`config.mk`:
```
export PLATFORM = sky130hd
export DESIGN_NAME = sched_link_32x8_flat
export DESIGN_NICKNAME = d
export VERILOG_FILES = /design/src/rtl/sched_link_32x8_pkg.sv /design/src/rtl/sched_link_32x8_if.sv /design/src/rtl/sched_link_32x8_rr_arb2.sv /design/src/rtl/sched_link_32x8.sv /design/src/flat_wrapper.sv
export SDC_FILE = /design/constraint.sdc
export NUM_CORES = 1
export LEC_CHECK = 0
export ABC_AREA = 1
export CAP_MARGIN = 20
export CORE_MARGIN = 4
export CORE_UTILIZATION = 45
export DETAILED_ROUTE_END_ITERATION = 12
export PLACE_DENSITY = 0.77
export REMOVE_ABC_BUFFERS = 1
export SYNTH_ARGS = -nofsm -noshare
export SYNTH_HDL_FRONTEND = slang
export SYNTH_SLANG_ARGS = --single-unit
```
`constraint.sdc`:
```
create_clock -name clk_4f -period 2.3 [get_ports clk_4f]
set_clock_uncertainty 0.1 [all_clocks]
set_input_delay 0.46 -clock clk_4f [delete_from_list [all_inputs] [get_ports clk_4f]]
set_output_delay 0.46 -clock clk_4f [all_outputs]
set_load 0.01 [all_outputs]
```
`src/rtl/sched_link_32x8_pkg.sv`:
```
// sched_link_32x8_pkg
//   Shared types and constants for the two-source word-to-byte link scheduler.
//   - sched_state_e   : FSM state encoding (StIdle, StSend)
//   - ByteIdx0..3     : byte-lane index constants (0 = most significant byte)
//   - Def*W           : default widths for word, byte and statistics counters
//   - bytes_per_word(): number of link bytes per word
package sched_link_32x8_pkg;

    typedef enum logic [0:0] {
        StIdle,
        StSend
    } sched_state_e;

    localparam int unsigned DefWordW = 32;
    localparam int unsigned DefByteW = 8;
    localparam int unsigned DefStatW = 8;

    localparam logic [1:0] ByteIdx0 = 2'd0;
    localparam logic [1:0] ByteIdx1 = 2'd1;
    localparam logic [1:0] ByteIdx2 = 2'd2;
    localparam logic [1:0] ByteIdx3 = 2'd3;

    function automatic int unsigned bytes_per_word(input int unsigned word_w,
                                                   input int unsigned byte_w);
        return word_w / byte_w;
    endfunction

endpackage

```
`src/rtl/sched_link_32x8_if.sv`:
```
// sched_link_32x8_if
//   Bundles both word-source handshakes and the byte-link outputs.
//   Modports:
//     slave  : scheduler side (sources in, readies and link out)
//     master : environment side (drives sources, observes readies and link)
//   Signals:
//     data_in0/1, valid_in0/1 : word sources
//     ready_out0/1            : combinational accepts
//     data_out_8, valid_out_8 : registered link byte
//     sel_byte_out            : registered byte index (0 = MSB)
//     src_id_out              : registered source of the current byte
//     word_done_out           : registered pulse on the last byte of a word
interface sched_link_32x8_if #(
    parameter int unsigned WORD_W = 32,
    parameter int unsigned BYTE_W = 8
);
    logic [WORD_W-1:0] data_in0;
    logic              valid_in0;
    logic              ready_out0;
    logic [WORD_W-1:0] data_in1;
    logic              valid_in1;
    logic              ready_out1;
    logic [BYTE_W-1:0] data_out_8;
    logic              valid_out_8;
    logic [1:0]        sel_byte_out;
    logic              src_id_out;
    logic              word_done_out;

    modport slave (
        input  data_in0, valid_in0, data_in1, valid_in1,
        output ready_out0, ready_out1, data_out_8, valid_out_8,
        output sel_byte_out, src_id_out, word_done_out
    );

    modport master (
        output data_in0, valid_in0, data_in1, valid_in1,
        input  ready_out0, ready_out1, data_out_8, valid_out_8,
        input  sel_byte_out, src_id_out, word_done_out
    );
endinterface

```
`src/rtl/sched_link_32x8_rr_arb2.sv`:
```
// sched_link_32x8_rr_arb2
//   Two-requester round-robin arbiter (purely combinational).
//   Ports:
//     req_i[1:0] : request per requester
//     en_i       : grants are only issued while high
//     last_i     : index of the most recently granted requester
//     gnt_o[1:0] : one-hot (or zero) grant
module sched_link_32x8_rr_arb2 (
    input  logic [1:0] req_i,
    input  logic       en_i,
    input  logic       last_i,
    output logic [1:0] gnt_o
);
    // On contention the requester that was not served last wins.
    always_comb begin
        gnt_o    = 2'b00;
        gnt_o[0] = en_i & req_i[0] & (~req_i[1] | last_i);
        gnt_o[1] = en_i & req_i[1] & (~req_i[0] | ~last_i);
    end
endmodule

```
`src/rtl/sched_link_32x8.sv`:
```
// sched_link_32x8
//   Round-robin scheduler sharing one byte link between two word sources. A granted
//   word is captured and sent MSB first as consecutive bytes; a new word may be
//   accepted on the last byte so words follow each other without a bubble.
//   Ports:
//     clk_4f   : byte-rate clock, all state on its rising edge
//     reset_L  : asynchronous active-low reset
//     link     : sched_link_32x8_if.slave (sources, readies, link outputs)
//     words_out0/1 : accepted-word counters, saturating (only with SCHED_STATS_EN)
//   Optional feature macro: SCHED_STATS_EN
module sched_link_32x8
    import sched_link_32x8_pkg::*;
#(
    parameter int unsigned WORD_W = DefWordW,
    parameter int unsigned BYTE_W = DefByteW,
    parameter int unsigned STAT_W = DefStatW
) (
    input  logic                 clk_4f,
    input  logic                 reset_L,
`ifdef SCHED_STATS_EN
    output logic [STAT_W-1:0]    words_out0,
    output logic [STAT_W-1:0]    words_out1,
`endif
    sched_link_32x8_if.slave     link
);
    localparam int unsigned NumBytes = bytes_per_word(WORD_W, BYTE_W);
    localparam logic [1:0]  LastIdx  = 2'(NumBytes - 1);

    sched_state_e      state_q, state_d;
    logic [1:0]        byte_cnt_q, byte_cnt_d;
    logic [WORD_W-1:0] word_q, word_d;
    logic              src_q, src_d;
    logic              last_grant_q, last_grant_d;
    logic [BYTE_W-1:0] data_out_q, data_out_d;
    logic              valid_out_q, valid_out_d;
    logic [1:0]        sel_q, sel_d;
    logic              src_id_q, src_id_d;
    logic              word_done_q, word_done_d;

    logic              cap_en;
    logic [1:0]        gnt;
    logic              xfer;
    logic              xfer_src;
    logic [WORD_W-1:0] xfer_word;
    logic [1:0]        cnt_next;
    logic [WORD_W-1:0] word_shift;

    assign cap_en = (state_q == StIdle) | ((state_q == StSend) & (byte_cnt_q == LastIdx));

    sched_link_32x8_rr_arb2 u_arb (
        .req_i  ({link.valid_in1, link.valid_in0}),
        .en_i   (cap_en),
        .last_i (last_grant_q),
        .gnt_o  (gnt)
    );

    assign xfer      = |gnt;
    assign xfer_src  = gnt[1];
    assign xfer_word = gnt[1] ? link.data_in1 : link.data_in0;
    assign cnt_next  = byte_cnt_q + 2'd1;
    // Left-align the next byte so it can be taken from the top of the word.
    assign word_shift = word_q << (BYTE_W * cnt_next);

    always_comb begin
        state_d      = state_q;
        byte_cnt_d   = byte_cnt_q;
        word_d       = word_q;
        src_d        = src_q;
        last_grant_d = last_grant_q;
        data_out_d   = '0;
        valid_out_d  = 1'b0;
        sel_d        = ByteIdx0;
        src_id_d     = src_id_q;
        word_done_d  = 1'b0;

        unique case (state_q)
            StIdle: begin
                if (xfer) state_d = StSend;
            end
            StSend: begin
                if ((byte_cnt_q == LastIdx) && !xfer) state_d = StIdle;
            end
            default: state_d = StIdle;
        endcase

        if (xfer) begin
            // Byte 0 of the accepted word goes straight into the output register.
            word_d       = xfer_word;
            src_d        = xfer_src;
            last_grant_d = xfer_src;
            byte_cnt_d   = ByteIdx0;
            data_out_d   = xfer_word[WORD_W-1 -: BYTE_W];
            valid_out_d  = 1'b1;
            sel_d        = ByteIdx0;
            src_id_d     = xfer_src;
            word_done_d  = (LastIdx == ByteIdx0);
        end else if ((state_q == StSend) && (byte_cnt_q != LastIdx)) begin
            byte_cnt_d  = cnt_next;
            data_out_d  = word_shift[WORD_W-1 -: BYTE_W];
            valid_out_d = 1'b1;
            sel_d       = cnt_next;
            src_id_d    = src_q;
            word_done_d = (cnt_next == LastIdx);
        end else begin
            byte_cnt_d = ByteIdx0;
        end
    end

    always_ff @(posedge clk_4f or negedge reset_L) begin
        if (!reset_L) begin
            state_q      <= StIdle;
            byte_cnt_q   <= ByteIdx0;
            word_q       <= '0;
            src_q        <= 1'b0;
            last_grant_q <= 1'b1;
            data_out_q   <= '0;
            valid_out_q  <= 1'b0;
            sel_q        <= ByteIdx0;
            src_id_q     <= 1'b0;
            word_done_q  <= 1'b0;
        end else begin
            state_q      <= state_d;
            byte_cnt_q   <= byte_cnt_d;
            word_q       <= word_d;
            src_q        <= src_d;
            last_grant_q <= last_grant_d;
            data_out_q   <= data_out_d;
            valid_out_q  <= valid_out_d;
            sel_q        <= sel_d;
            src_id_q     <= src_id_d;
            word_done_q  <= word_done_d;
        end
    end

    assign link.ready_out0    = gnt[0];
    assign link.ready_out1    = gnt[1];
    assign link.data_out_8    = data_out_q;
    assign link.valid_out_8   = valid_out_q;
    assign link.sel_byte_out  = sel_q;
    assign link.src_id_out    = src_id_q;
    assign link.word_done_out = word_done_q;

`ifdef SCHED_STATS_EN
    logic [STAT_W-1:0] words0_q, words0_d;
    logic [STAT_W-1:0] words1_q, words1_d;

    always_comb begin
        words0_d = words0_q;
        words1_d = words1_q;
        if (gnt[0] && (words0_q != '1)) words0_d = words0_q + 1'b1;
        if (gnt[1] && (words1_q != '1)) words1_d = words1_q + 1'b1;
    end

    always_ff @(posedge clk_4f or negedge reset_L) begin
        if (!reset_L) begin
            words0_q <= '0;
            words1_q <= '0;
        end else begin
            words0_q <= words0_d;
            words1_q <= words1_d;
        end
    end

    assign words_out0 = words0_q;
    assign words_out1 = words1_q;
`endif

endmodule

```
`src/flat_wrapper.sv`:
```
// flat-port wrapper written by rule: the top's interface ports become plain ports
module sched_link_32x8_flat import sched_link_32x8_pkg::*;
#(
    parameter int unsigned WORD_W = DefWordW,
    parameter int unsigned BYTE_W = DefByteW,
    parameter int unsigned STAT_W = DefStatW
)
  (clk_4f, reset_L, link_data_in0, link_valid_in0, link_data_in1, link_valid_in1, link_ready_out0, link_ready_out1, link_data_out_8, link_valid_out_8, link_sel_byte_out, link_src_id_out, link_word_done_out);
  sched_link_32x8_if #(.WORD_W(WORD_W), .BYTE_W(BYTE_W)) link_i ();
  input  logic clk_4f;
  input  logic reset_L;
  input wire logic [$bits(link_i.data_in0)-1:0] link_data_in0;
  input wire logic [$bits(link_i.valid_in0)-1:0] link_valid_in0;
  input wire logic [$bits(link_i.data_in1)-1:0] link_data_in1;
  input wire logic [$bits(link_i.valid_in1)-1:0] link_valid_in1;
  output wire logic [$bits(link_i.ready_out0)-1:0] link_ready_out0;
  output wire logic [$bits(link_i.ready_out1)-1:0] link_ready_out1;
  output wire logic [$bits(link_i.data_out_8)-1:0] link_data_out_8;
  output wire logic [$bits(link_i.valid_out_8)-1:0] link_valid_out_8;
  output wire logic [$bits(link_i.sel_byte_out)-1:0] link_sel_byte_out;
  output wire logic [$bits(link_i.src_id_out)-1:0] link_src_id_out;
  output wire logic [$bits(link_i.word_done_out)-1:0] link_word_done_out;
  assign link_i.data_in0 = link_data_in0;
  assign link_i.valid_in0 = link_valid_in0;
  assign link_i.data_in1 = link_data_in1;
  assign link_i.valid_in1 = link_valid_in1;
  assign link_ready_out0 = link_i.ready_out0;
  assign link_ready_out1 = link_i.ready_out1;
  assign link_data_out_8 = link_i.data_out_8;
  assign link_valid_out_8 = link_i.valid_out_8;
  assign link_sel_byte_out = link_i.sel_byte_out;
  assign link_src_id_out = link_i.src_id_out;
  assign link_word_done_out = link_i.word_done_out;
  sched_link_32x8 #(.WORD_W(WORD_W), .BYTE_W(BYTE_W), .STAT_W(STAT_W)) u_core (.clk_4f(clk_4f), .reset_L(reset_L), .link(link_i));
endmodule
```
==> summary.txt <==
Logic synthesis
  • Syn. warnings: 0
  • Mapped Area: 2750 um2
  • Synth top area cells: dfrtp_1 43%, nand2_1 19%, inv_1 9.8%
  • Yosys reg bits: 48
  • Synth cell types: 20
  • Syn avg cell area: 7.09 um2
  • Asr flop ratio synth: 1.00
  • Yosys top cell by area: dfrtp_1
  • Main flop type after synthesis: dfrtp_1
  • Number of enable flip-flop cells after synthesis: 0
  • Post-synthesis instance total: 388
  • Synth top area share: 0.427
  • Register area share after synthesis: 0.437

Clocking
  • Clock transition at path regs: 0.08 ns
  • Clock Sinks: 48
  • Clk buf depth: 2
  • CTS buffer count: 5
  • Root Driver: clkbuf_8
  • Worst-Skew Late Latency: 0.30 ns
  • CTS tree: built
  • H-tree depth reported by CTS: 2
  • CTS Hold Bufs: 0

Final layout
  • Nets: 536
  • Layout cell share with drive strength beyond 1: 0.0707
  • Ant. Diodes: 0
  • Number of fill cells: 546
  • Utilization after layout: 0.631
  • Area of the multi-input gates: 1140 um2
  • Area delta synth->final: 35.8%
  • FF+latch area: 1200 um2

Power
  • Pwr dens: 1150 nW/um2
  • VDD IR-drop max: 0.000627 V
  • Leakage power: 0.00203 uW

Routing
  • DR iter-0 viols: 230
  • Total Routed Length: 6.76 mm
  • Detailed Routing Iterations Pass 1: 4
  • Via density: 4.88
  • Vias: 2647
  • Wire length per cell: 12.5 um
  • Post-DRT Antenna Nets: 0
  • Remaining DRCs: 0

Setup path
  • Reg2Reg Depth: 7
  • Req. time, crit path: 1.74 ns
  • Max FO, Critical Path: 3
  • Slowest-stage cell, CP: clkdlybuf4s50_1
  • Reg-to-reg slack, setup: 0.35 ns
  • R2r endpoint: u_core.link.data_out_8[2]
  • Reg2Reg Launch Point: u_core.byte_cnt_q[0]
  • Crit path max-delay family: buffers and inverters
  • Setup CP Type: primary input to primary output
  • CP cell instances: clkdlybuf4s50_1 -> a21boi_0 -> and2_1 -> dlygate4sd2_1
  • Critical path endpoint category: primary output
  • CP arrival: 1.53 ns
  • CP peak stage delay: 0.51 ns
  • CP Launch Type: primary input
  • Buf/Inv on CP: 2

STA
  • Worst slew margin: 0.610
  • Final setup fails: 0
  • Final hold vios: 0
  • RSZ-0062 raised after global routing: no
  • Worst Tran Pin Value: 0.584 ns
  • Min Tclk post-route: 2.09 ns
  • Setup slack after layout: 0.206 ns
  • Crit share post-route: 0.910
  • Maximum clock rate: 478 MHz
  • Slew Limit Fails: 0

Floorplan
  • Num rows: 28
  • I/O pins: 83
  • DIE AREA: 7430 um2
  • Die X-Extent: 86.2 um
  • Initial Utilization: 0.465
  • Die Height: 86.2 um
  • Core outline area: 5920 um2

Run status
  • Status: completed

Placement
  • Port Buf Inserts: 82
  • Gpl congestion: 0.808
  • DP Worst Slack: -0.0652 ns
  • Dpl hpwl: 4.67 mm

GRT
  • Pin count of the biggest net entering global routing: 42
  • Initial antenna violation count: 0
  • Vias in the first global route: 2599
  • Grt ovf: 0
  • Tot GR Track Use: 0.190
  • Global-route wire length before repair: 11.6 mm

Worst hold path
  • Tightest Hold Check Type: primary input to asynchronous set/reset pin

Run
  • Max Cap Viol: 0
## state kept, by name, summed over array words and instances (netlist names)
| register | cells |
|---|---|
| u_core.link.valid_out_8 | 1 |
| u_core.link.word_done_out | 1 |
| u_core.last_grant_q | 1 |
| u_core.state_q | 1 |
| u_core.src_q | 1 |
| u_core.word_q | 32 |
| u_core.link.src_id_out | 1 |
| u_core.byte_cnt_q | 2 |
| u_core.link.data_out_8 | 8 |
## synthesized netlist by cell type, types with 3 or more instances
| library cell | count |
|---|---|
| inv_1 | 72 |
| buf_4 | 3 |
| dfrtp_1 | 47 |
| nand3_1 | 53 |
| nand3_2 | 4 |
| nand2_1 | 139 |
| nand4_1 | 32 |
| clkbuf_1 | 6 |
| buf_2 | 13 |
| o21ai_1 | 3 |
| nor2_1 | 3 |
## layout make-up
| cell class | instances | share of cell area |
|---|---|---|
| multi-input combinational | 242 | 0.305 |
| sequential | 48 | 0.322 |
| tap | 75 | 0.0251 |
| clock buffer | 6 | 0.0221 |
| timing repair buffer | 95 | 0.248 |
| inverter | 74 | 0.0743 |
| clock inverter | 2 | 0.00402 |
## report_power, final
part           internal, uW  switching, uW
Sequential             1280            193
Clock                   243            275
Combinational           943           1380
Total                  2460           1850
## logic make-up (layout without fill, tap and decap cells)
group,count (synthesis),count (layout),synth area share
compound gates,5,5,0.0141
fa+ha+maj,2,2,0.00909
buf+inv,98,177,0.149
flops,48,48,0.437
simple gates,235,235,0.391
## cells in the final DEF, fill, tap and decap left out
cell	instances
buf_4	12
o21ai_1	3
nand2_2	2
dlygate4sd2_1	1
nand2_1	139
nand4_1	32
a21boi_0	1
and2_1	1
dfstp_2	1
o21ai_4	1
ha_1	2
nand3_2	4
buf_2	1
inv_2	2
nand3_4	1
dfrtp_1	47
clkdlybuf4s50_1	79
nand3_1	53
nor2_1	3
dlymetal6s2s_1	1
clkbuf_8	6
buf_12	1
inv_1	72
clkinvlp_4	2
## per-stage QoR
stage / cell area [um2] / setup TNS (ns) / hold slack, ns / instances / total power (uW)
2_1_floorplan: 2620 / -5.94 / 0.0644 / 364 / 2840
3_3_place_gp: 3630 / -0.0510 / 0.363 / 533 / 3720
3_5_place_dp: 3630 / -0.0652 / 0.365 / 533 / 3800
4_1_cts: 3730 / 0 / 0.0761 / 541 / 4330
5_1_grt: 3740 / 0 / 0.0948 / 542 / 4720
6_report: 3740 / 0 / 0.0573 / 542 / 4310
## per-layer routing
metal | global-route usage | vias up | part of all wire | wire (um)
li1 | - | 1355 | - | -
met1 | 0.236 | 1198 | 0.42 | 2860
met2 | 0.341 | 86 | 0.49 | 3330
met3 | 0.0333 | 8 | 0.072 | 485
met4 | 0.0467 | 0 | 0.012 | 81
met5 | 0 | - | 0 | 0
## timing repair
action                                  in CTS  in global routing
gates resized for setup                      1                  1
endpoints found under the hold margin        0                  0
endpoints found under the setup margin       1                  1
cloned                                       0                  0
buffers inserted                             0                  1
## how the worst max path moves through the flow
stage	start	end	slack (ns)	cells past startpoint
2_1_floorplan	u_core.byte_cnt_q[0]	link_ready_out1	-0.17	5
3_3_place_gp	link_valid_in0	link_ready_out0	-0.05	4
3_5_place_dp	link_valid_in0	link_ready_out0	-0.07	4
4_1_cts	link_valid_in0	link_ready_out1	0.03	5
5_1_grt	link_valid_in0	link_ready_out0	0.11	4
6_report	link_valid_in0	link_ready_out0	0.21	4
Power figures use the tool's default switching activity.
